### src/rtl/spi_xfer_ctrl.sv
// spi_xfer_ctrl: sequences one multi-byte SPI transaction (command, optional
// address, write data, optional dummy, read data) through a single-byte
// spi_master, holding chip select across the whole byte sequence.
// Build option: define SPI_XFER_CTRL_DUMMY_EN to add the dummy_len input and
// the DUMMY phase; without it the DUMMY phase is always skipped.
module spi_xfer_ctrl #(
  parameter int                DWIDTH     = 8,
  parameter int                ADDR_BYTES = 3,
  parameter int                LEN_WIDTH  = 8,
  parameter logic [DWIDTH-1:0] FILL       = 8'hFF
) (
  input  logic                         clk,
  input  logic                         rst,
  input  logic                         start,
  input  logic [DWIDTH-1:0]            cmd,
  input  logic                         addr_en,
  input  logic [DWIDTH*ADDR_BYTES-1:0] addr,
  input  logic [LEN_WIDTH-1:0]         wr_len,
  input  logic [LEN_WIDTH-1:0]         rd_len,
`ifdef SPI_XFER_CTRL_DUMMY_EN
  input  logic [3:0]                   dummy_len,
`endif
  input  logic [DWIDTH-1:0]            wdata,
  input  logic                         wdata_valid,
  output logic                         wdata_ready,
  output logic [DWIDTH-1:0]            rdata,
  output logic                         rdata_valid,
  output logic                         busy,
  output logic                         done,
  output logic                         cs,
  output logic                         m_send,
  output logic                         m_receive,
  output logic [DWIDTH-1:0]            m_din,
  output logic [DWIDTH-1:0]            m_din_nonsend,
  input  logic [DWIDTH-1:0]            m_dout,
  input  logic                         m_rvld,
  input  logic                         m_idle
);

  localparam int AW    = DWIDTH * ADDR_BYTES;
  localparam int AB_W  = $clog2(ADDR_BYTES + 1);
  localparam int MAX_W = (LEN_WIDTH > AB_W) ? LEN_WIDTH : AB_W;
  localparam int CNT_W = (MAX_W > 4) ? MAX_W : 4;

  typedef enum logic [1:0] {S_IDLE, S_ISSUE, S_WAIT, S_DONE} state_t;
  typedef enum logic [2:0] {PH_CMD, PH_ADDR, PH_WR, PH_DUMMY, PH_RD} phase_t;

  state_t             state, state_n;
  phase_t             phase, adv_phase;
  logic [CNT_W-1:0]   cnt, adv_cnt;
  logic               adv_ok;
  logic               last_byte;

  logic [DWIDTH-1:0]    cmd_q;
  logic [AW-1:0]        addr_q;
  logic                 addr_en_q;
  logic [LEN_WIDTH-1:0] wr_len_q;
  logic [LEN_WIDTH-1:0] rd_len_q;
  logic [3:0]           dum_len_q;

  assign m_din_nonsend = FILL;
  assign last_byte     = (cnt == CNT_W'(1));

  // Next non-empty phase after the current one, with its byte count.
  always_comb begin
    adv_ok    = 1'b0;
    adv_phase = phase;
    adv_cnt   = '0;
    if (phase == PH_CMD && addr_en_q) begin
      adv_ok    = 1'b1;
      adv_phase = PH_ADDR;
      adv_cnt   = CNT_W'(ADDR_BYTES);
    end else if ((phase == PH_CMD || phase == PH_ADDR) && wr_len_q != '0) begin
      adv_ok    = 1'b1;
      adv_phase = PH_WR;
      adv_cnt   = CNT_W'(wr_len_q);
    end else if ((phase == PH_CMD || phase == PH_ADDR || phase == PH_WR) &&
                 dum_len_q != '0) begin
      adv_ok    = 1'b1;
      adv_phase = PH_DUMMY;
      adv_cnt   = CNT_W'(dum_len_q);
    end else if (phase != PH_RD && rd_len_q != '0) begin
      adv_ok    = 1'b1;
      adv_phase = PH_RD;
      adv_cnt   = CNT_W'(rd_len_q);
    end
  end

  // FSM next state and the single-cycle strobes towards spi_master.
  always_comb begin
    state_n     = state;
    m_send      = 1'b0;
    m_receive   = 1'b0;
    m_din       = '0;
    wdata_ready = 1'b0;
    done        = 1'b0;
    case (state)
      S_IDLE: begin
        if (start) state_n = S_ISSUE;
      end
      S_ISSUE: begin
        case (phase)
          PH_CMD:  m_din = cmd_q;
          PH_ADDR: m_din = addr_q[AW-1 -: DWIDTH];
          PH_WR:   m_din = wdata;
          default: m_din = '0;
        endcase
        if (m_idle) begin
          if (phase == PH_DUMMY || phase == PH_RD) begin
            m_receive = 1'b1;
            state_n   = S_WAIT;
          end else if (phase != PH_WR || wdata_valid) begin
            m_send      = 1'b1;
            wdata_ready = (phase == PH_WR);
            state_n     = S_WAIT;
          end
        end
      end
      S_WAIT: begin
        if (m_rvld) state_n = (!last_byte || adv_ok) ? S_ISSUE : S_DONE;
      end
      S_DONE: begin
        done    = 1'b1;
        state_n = S_IDLE;
      end
      default: state_n = S_IDLE;
    endcase
    // Nothing is launched towards spi_master while reset is applied.
    if (rst) begin
      m_send      = 1'b0;
      m_receive   = 1'b0;
      m_din       = '0;
      wdata_ready = 1'b0;
      done        = 1'b0;
    end
  end

  // FSM state register.
  always_ff @(posedge clk) begin
    if (rst) state <= S_IDLE;
    else     state <= state_n;
  end

  // Control registers: phase walk, byte counter, busy/cs and read capture.
  always_ff @(posedge clk) begin
    if (rst) begin
      phase       <= PH_CMD;
      cnt         <= '0;
      busy        <= 1'b0;
      cs          <= 1'b0;
      rdata       <= '0;
      rdata_valid <= 1'b0;
    end else begin
      rdata_valid <= 1'b0;
      case (state)
        S_IDLE: begin
          if (start) begin
            busy  <= 1'b1;
            cs    <= 1'b1;
            phase <= PH_CMD;
            cnt   <= CNT_W'(1);
          end
        end
        S_WAIT: begin
          if (m_rvld) begin
            if (phase == PH_RD) begin
              rdata       <= m_dout;
              rdata_valid <= 1'b1;
            end
            if (!last_byte) begin
              cnt <= cnt - CNT_W'(1);
            end else if (adv_ok) begin
              phase <= adv_phase;
              cnt   <= adv_cnt;
            end
          end
        end
        S_DONE: begin
          busy <= 1'b0;
          cs   <= 1'b0;
        end
        default: ;
      endcase
    end
  end

  // Transaction fields captured at start; address shifts out MSB byte first.
  always_ff @(posedge clk) begin
    if (state == S_IDLE && start) begin
      cmd_q     <= cmd;
      addr_q    <= addr;
      addr_en_q <= addr_en;
      wr_len_q  <= wr_len;
      rd_len_q  <= rd_len;
`ifdef SPI_XFER_CTRL_DUMMY_EN
      dum_len_q <= dummy_len;
`else
      dum_len_q <= '0;
`endif
    end else if (state == S_WAIT && m_rvld && phase == PH_ADDR) begin
      addr_q <= addr_q << DWIDTH;
    end
  end

endmodule

### config.mk
export PLATFORM = sky130hd
export DESIGN_NAME = spi_xfer_ctrl
export DESIGN_NICKNAME = d
export VERILOG_FILES = /design/src/rtl/spi_xfer_ctrl.sv
export SDC_FILE = /design/constraint.sdc
export NUM_CORES = 1
export LEC_CHECK = 0
export CORE_MARGIN = 2
export CORE_UTILIZATION = 45
export DETAILED_ROUTE_END_ITERATION = 8
export HOLD_SLACK_MARGIN = 0.08
export PLACE_DENSITY_LB_ADDON = 0.08
export SLEW_MARGIN = 5
export SYNTH_ARGS = -nofsm -noshare
export SYNTH_HDL_FRONTEND = slang
export SYNTH_SLANG_ARGS = --single-unit
### constraint.sdc
create_clock -name clk -period 8.1 [get_ports clk]
set_input_delay 1.215 -clock clk [delete_from_list [all_inputs] [get_ports clk]]
set_output_delay 1.215 -clock clk [all_outputs]
set_load 0.03 [all_outputs]
* After elaboration in Yosys (flattened, before gate mapping)
Cells that the tools add are included.
** Word-level totals
- Flip-flop bits (word level) :: 72
- Output and inout bits :: 31
- Logic and storage cells :: 106
** Cells by class
- Add/sub/neg operators :: 1
- Muxes and demuxes :: 50
- Bitwise operators :: 2
- Equality and inequality tests :: 18
- Reduce and logical (&&, ||, !) cells :: 24
** Operators by type and width (number)
- 8-bit two-way mux :: 9
- 24-bit two-way mux :: 2
- 8-bit case mux with 3 select lines :: 1
- 1-bit two-way mux :: 21
- 3-bit two-way mux :: 7
- 8-bit case mux with 2 select lines :: 1
- 8-bit nonzero test :: 2
- 2-bit two-way mux :: 6
- 2-bit != test, second input constant :: 5
- 3-bit != test, second input constant :: 3
- 8-bit by 1-bit == test with 1-bit output, second input constant :: 1
- 2-bit case mux with 4 select lines :: 1
- 4-bit AND reduction :: 2
- 8-bit by 1-bit subtractor with 8-bit output, second input constant :: 1
- 3-bit by 2-bit == test with 1-bit output, second input constant :: 2
- 1-bit logical AND :: 6
- 3-bit case mux with 2 select lines :: 1
- 6-bit AND reduction :: 1
- 2-bit nonzero test :: 3
- 2-bit == test, second input constant :: 2
- 1-bit logical OR :: 4
- 4-bit != test, second input constant :: 1
- 3-bit by 1-bit == test with 1-bit output, second input constant :: 1
- 3-bit == test, second input constant :: 1
- other kinds (10) :: 11

* Depth between registers and ports, before layout
- Depth in word-level cells :: 9
- Mapped depth :: 8
- Depth with buffers taken out :: 7

* Worst setup path after synthesis
OpenSTA, ideal clock, no wires.
- Path type :: in2out
- Start point :: input port rst
- End point :: output port m_send
- Cell stages on the path :: 4
- Data arrival time :: 2571 ps
- Buffers on the path :: 1
- Setup slack :: 4314 ps
- Path through :: buf_2 nor3b_1 nand2_1 a211oi_1
** Between the ends
- Word-level cells in the longest chain between the ends :: 1
** Ends and longest elaborated chain
- from (decl) :: RTL line 13 : input logic rst,
- 1-bit two-way mux :: RTL line 129 : if (rst) begin
- to (decl) :: RTL line 31 : output logic m_send,
Every way passes these cells.

* Worst setup path after layout
- Start point :: input port rst
- End point :: output port m_din[1]
** Between the ends
- Word-level cells in the longest chain between the ends :: 1
** Ends and longest elaborated chain
- 8-bit two-way mux :: RTL line 129
- to (decl) :: RTL line 33 : output logic [DWIDTH-1:0] m_din,
Every way passes these cells.

==> metrics.log <==
INFO  metric status = completed
INFO  metric grt_antenna_before_repair = 0
INFO  metric grt_start_max_net_pins = 51
INFO  metric h-tree-depth = 3
INFO  metric cap_viol_max_count = 0
INFO  metric final_worst_path_cycle_share = 0.608
INFO  metric design.die.area = 8410 µm²
INFO  metric synthToLayoutAreaGrowth = 33.8%
INFO  metric post_cts_resize_count = 0
INFO  metric chipHeight = 91.7 µm
INFO  metric crit_arrival = 3.71 ns
INFO  metric gp_routability_congestion = 0.841
INFO  metric vias_per_cell = 5.15
INFO  metric coreArea = 7370 µm²
INFO  metric finalSetupViolations = 0
INFO  metric detailed_place_hpwl = 5230 µm
INFO  metric grt_util_all_layers = 0.176
INFO  metric synth-edff-count = 49
INFO  metric die_width = 91.7 µm
INFO  metric asyncSetResetFlopFracSynth = 0
INFO  metric worst_slew_pin_slew = 0.985 ns
INFO  metric cts_made_buffers = 9
INFO  metric detail_routed_net_length_per_standard_cell = 14.9 µm
INFO  metric drive_above_1_share = 0.125
INFO  metric yosysUniqueCellTypes = 59
INFO  metric totalNegativeSetupSlack = 0 ns
INFO  metric drc = 0
INFO  metric syn_area_per_cell = 11.6 µm²
INFO  metric antenna_diodes = 0
INFO  metric static-leakage-power = 1.60 nW
INFO  metric ys_ff_latch = 72
INFO  metric timing.hold.worst_endpoint = rdata[3]$_SDFFE_PP0P_
INFO  metric cts-root-buf = sky130_fd_sc_hd__clkbuf_8
INFO  metric synth.area.top_cells = sky130_fd_sc_hd__edfxtp_1 43%, sky130_fd_sc_hd__dfxtp_1 13%, sky130_fd_sc_hd__mux2_2 5.2%
INFO  metric yosysMostFrequentCell = sky130_fd_sc_hd__edfxtp_1
INFO  metric grt_first_pass_wirelength = 11500 µm
INFO  metric setup.worst_path.start_class = input port
INFO  metric numPortBuffers = 93
INFO  metric netlist_top_cells_count = 49 x sky130_fd_sc_hd__edfxtp_1, 41 x sky130_fd_sc_hd__nor2_1, 23 x sky130_fd_sc_hd__dfxtp_1
INFO  metric worst_ir_drop_vdd = 0.000137 V
INFO  metric dr.pass1.iters = 4
INFO  metric setup.worst_path.class = in2out
INFO  metric slack_of_the_worst_reg_to_reg_path = 5.55 ns
INFO  metric clkTransAtPathRegs = 0.08 ns
INFO  metric final_max_slew_viols = 0
INFO  metric timing.clock.skew = 0.00714 ns
INFO  metric grt_setup_unrepaired = false
INFO  metric std_cell_rows = 31
INFO  metric ys_seq_area_frac = 0.558
INFO  metric grt-ovfl-total = 0
INFO  metric finalWirelength = 7330 µm
INFO  metric cts_tree = done
INFO  metric finalWorstSetupSlack = 3.18 ns
INFO  metric class_of_the_tightest_hold_or_removal_check = reg2reg
INFO  metric clock_sinks = 72
INFO  metric post-cts-setup-buffers = 0
INFO  metric critPathCaptureType = output port
INFO  metric grt_pass1_vias = 2463
INFO  metric nets = 460
INFO  metric dominantRegCellSynth = sky130_fd_sc_hd__edfxtp_1
INFO  metric drt_iter0_drc = 128
INFO  metric dr_total_vias = 2531
INFO  metric clockBufferDepth = 2
INFO  metric critical_register_to_register_path_endpoint = cnt[7]$_SDFFE_PP0P_
INFO  metric critPathRequiredTime = 6.88 ns
INFO  metric synth.cell_area = 3460 µm²
INFO  metric slew-limit-headroom = 0.343
INFO  metric crit-reg2reg-launch = phase[1]$_SDFFE_PP0P_
INFO  metric yosysWarningCount = 0
INFO  metric r2r_cells = 5
INFO  metric insertion_delay_of_the_later_clocked_pin_in_the_worst_skew_pair = 0.35 ns
INFO  metric start_util = 0.470
INFO  metric hp-start = rdata[3]$_SDFFE_PP0P_
INFO  metric placement.setup.worst_slack = 3.14 ns
INFO  metric post-synth-top-area-fraction = 0.425
INFO  metric finalHoldViolCount = 0
INFO  metric number_of_standard_cells_after_synthesis = 298
INFO  metric ant_nets = 0
INFO  metric floorplan.io_pins = 102
INFO  metric cts_hold_buf = 0
INFO  metric powerDensity = 189 nW/µm²
INFO  metric synth.largest_area_cell = sky130_fd_sc_hd__edfxtp_1
INFO  metric timing.critical_path.fanout_max = 21
INFO  metric post-route-min-period = 4.92 ns
INFO  metric maxClockFrequency = 0.203 GHz
INFO  metric holdPathStages = 2
## sequential cells by signal, summed over array words and instances, names as in the netlist
| signal | flops |
|---|---|
| rd_len_q | 8 |
| phase | 3 |
| rdata_valid | 1 |
| cs | 1 |
| cnt | 8 |
| wr_len_q | 8 |
| cmd_q | 8 |
| state | 2 |
| addr_q | 24 |
| rdata | 8 |
| addr_en_q | 1 |
## routing by layer
layer  share of wire  GRT usage
met2            0.46      0.275
met5               0          0
met1            0.45      0.228
met3           0.077     0.0600
met4           0.012     0.0622
## power by group
group          leakage [nW]  switching, mW  internal, mW  total, mW
Clock                 0.110          0.139         0.174      0.313
Combinational         0.832         0.0612        0.0662      0.127
Sequential            0.659         0.0110         0.422      0.433
Total                  1.60          0.212         0.662      0.874
## worst max-delay path by stage
stage                     slack [ns]        to  cells past startpoint  from
after floorplan                 4.31    m_send                      4   rst
after global placement          3.16  m_din[7]                      5   rst
after detailed placement        3.14  m_din[1]                      5   rst
after CTS                       3.14  m_din[1]                      5   rst
after global routing            2.89  m_din[4]                      5   rst
final                           3.18  m_din[1]                      5   rst
## placed cells by master, fill, tap and decap left out, drive strengths merged, types with 6 or more instances in the layout
cell and n:
a21oi 19, and2 9, clkbuf 9, clkdlybuf4s50 93
conb 8, dfxtp 23, edfxtp 49, inv 7
mux2 16, mux2i 16, nand2 10, nand2b 7
nor2 42, o21ai 6
## cell type report
| class | instances | area (µm²) |
|---|---|---|
| Tap cell | 99 | 124 |
| Clock inverter | 7 | 95.1 |
| Inverter | 6 | 22.5 |
| Fill cell | 597 | 2740 |
| Timing Repair Buffer | 94 | 938 |
| Multi-Input combinational cell | 204 | 1400 |
| Clock buffer | 9 | 124 |
| Sequential cell | 72 | 1930 |
## logic make-up after synthesis
group,after synthesis,share of synthesized area
AOI/OAI and AO/OA,61,0.131
xor gates and xnor gates,1,0.00253
adders and majority gates,2,0.00723
buffers and inverters,29,0.0481
DFF,72,0.558
muxes,32,0.0983
other,1,0.00108
and+or+nand+nor,100,0.154
## metrics by stage
stage | util | instances | total power [mW] | hold WS [ns] | area [µm²]
2_1_floorplan | - | 305 | 0.516 | 0.466 | 3490
3_3_place_gp | 0.599 | 475 | 0.566 | 0.473 | 4410
3_5_place_dp | 0.599 | 475 | 0.568 | 0.485 | 4410
4_1_cts | 0.629 | 491 | 0.878 | 0.504 | 4630
5_1_grt | 0.629 | 491 | 0.910 | 0.534 | 4630
6_report | 0.629 | 491 | 0.874 | 0.496 | 4630
## worst max-delay path: stages
cell and delay, ns:
sky130_fd_sc_hd__clkdlybuf4s50_1 0.82, sky130_fd_sc_hd__nor3b_1 0.54, sky130_fd_sc_hd__nand2_1 0.27, sky130_fd_sc_hd__nor2_1 0.17, sky130_fd_sc_hd__clkdlybuf4s50_1 0.69
Note: power is estimated with default switching activity, not from simulation.
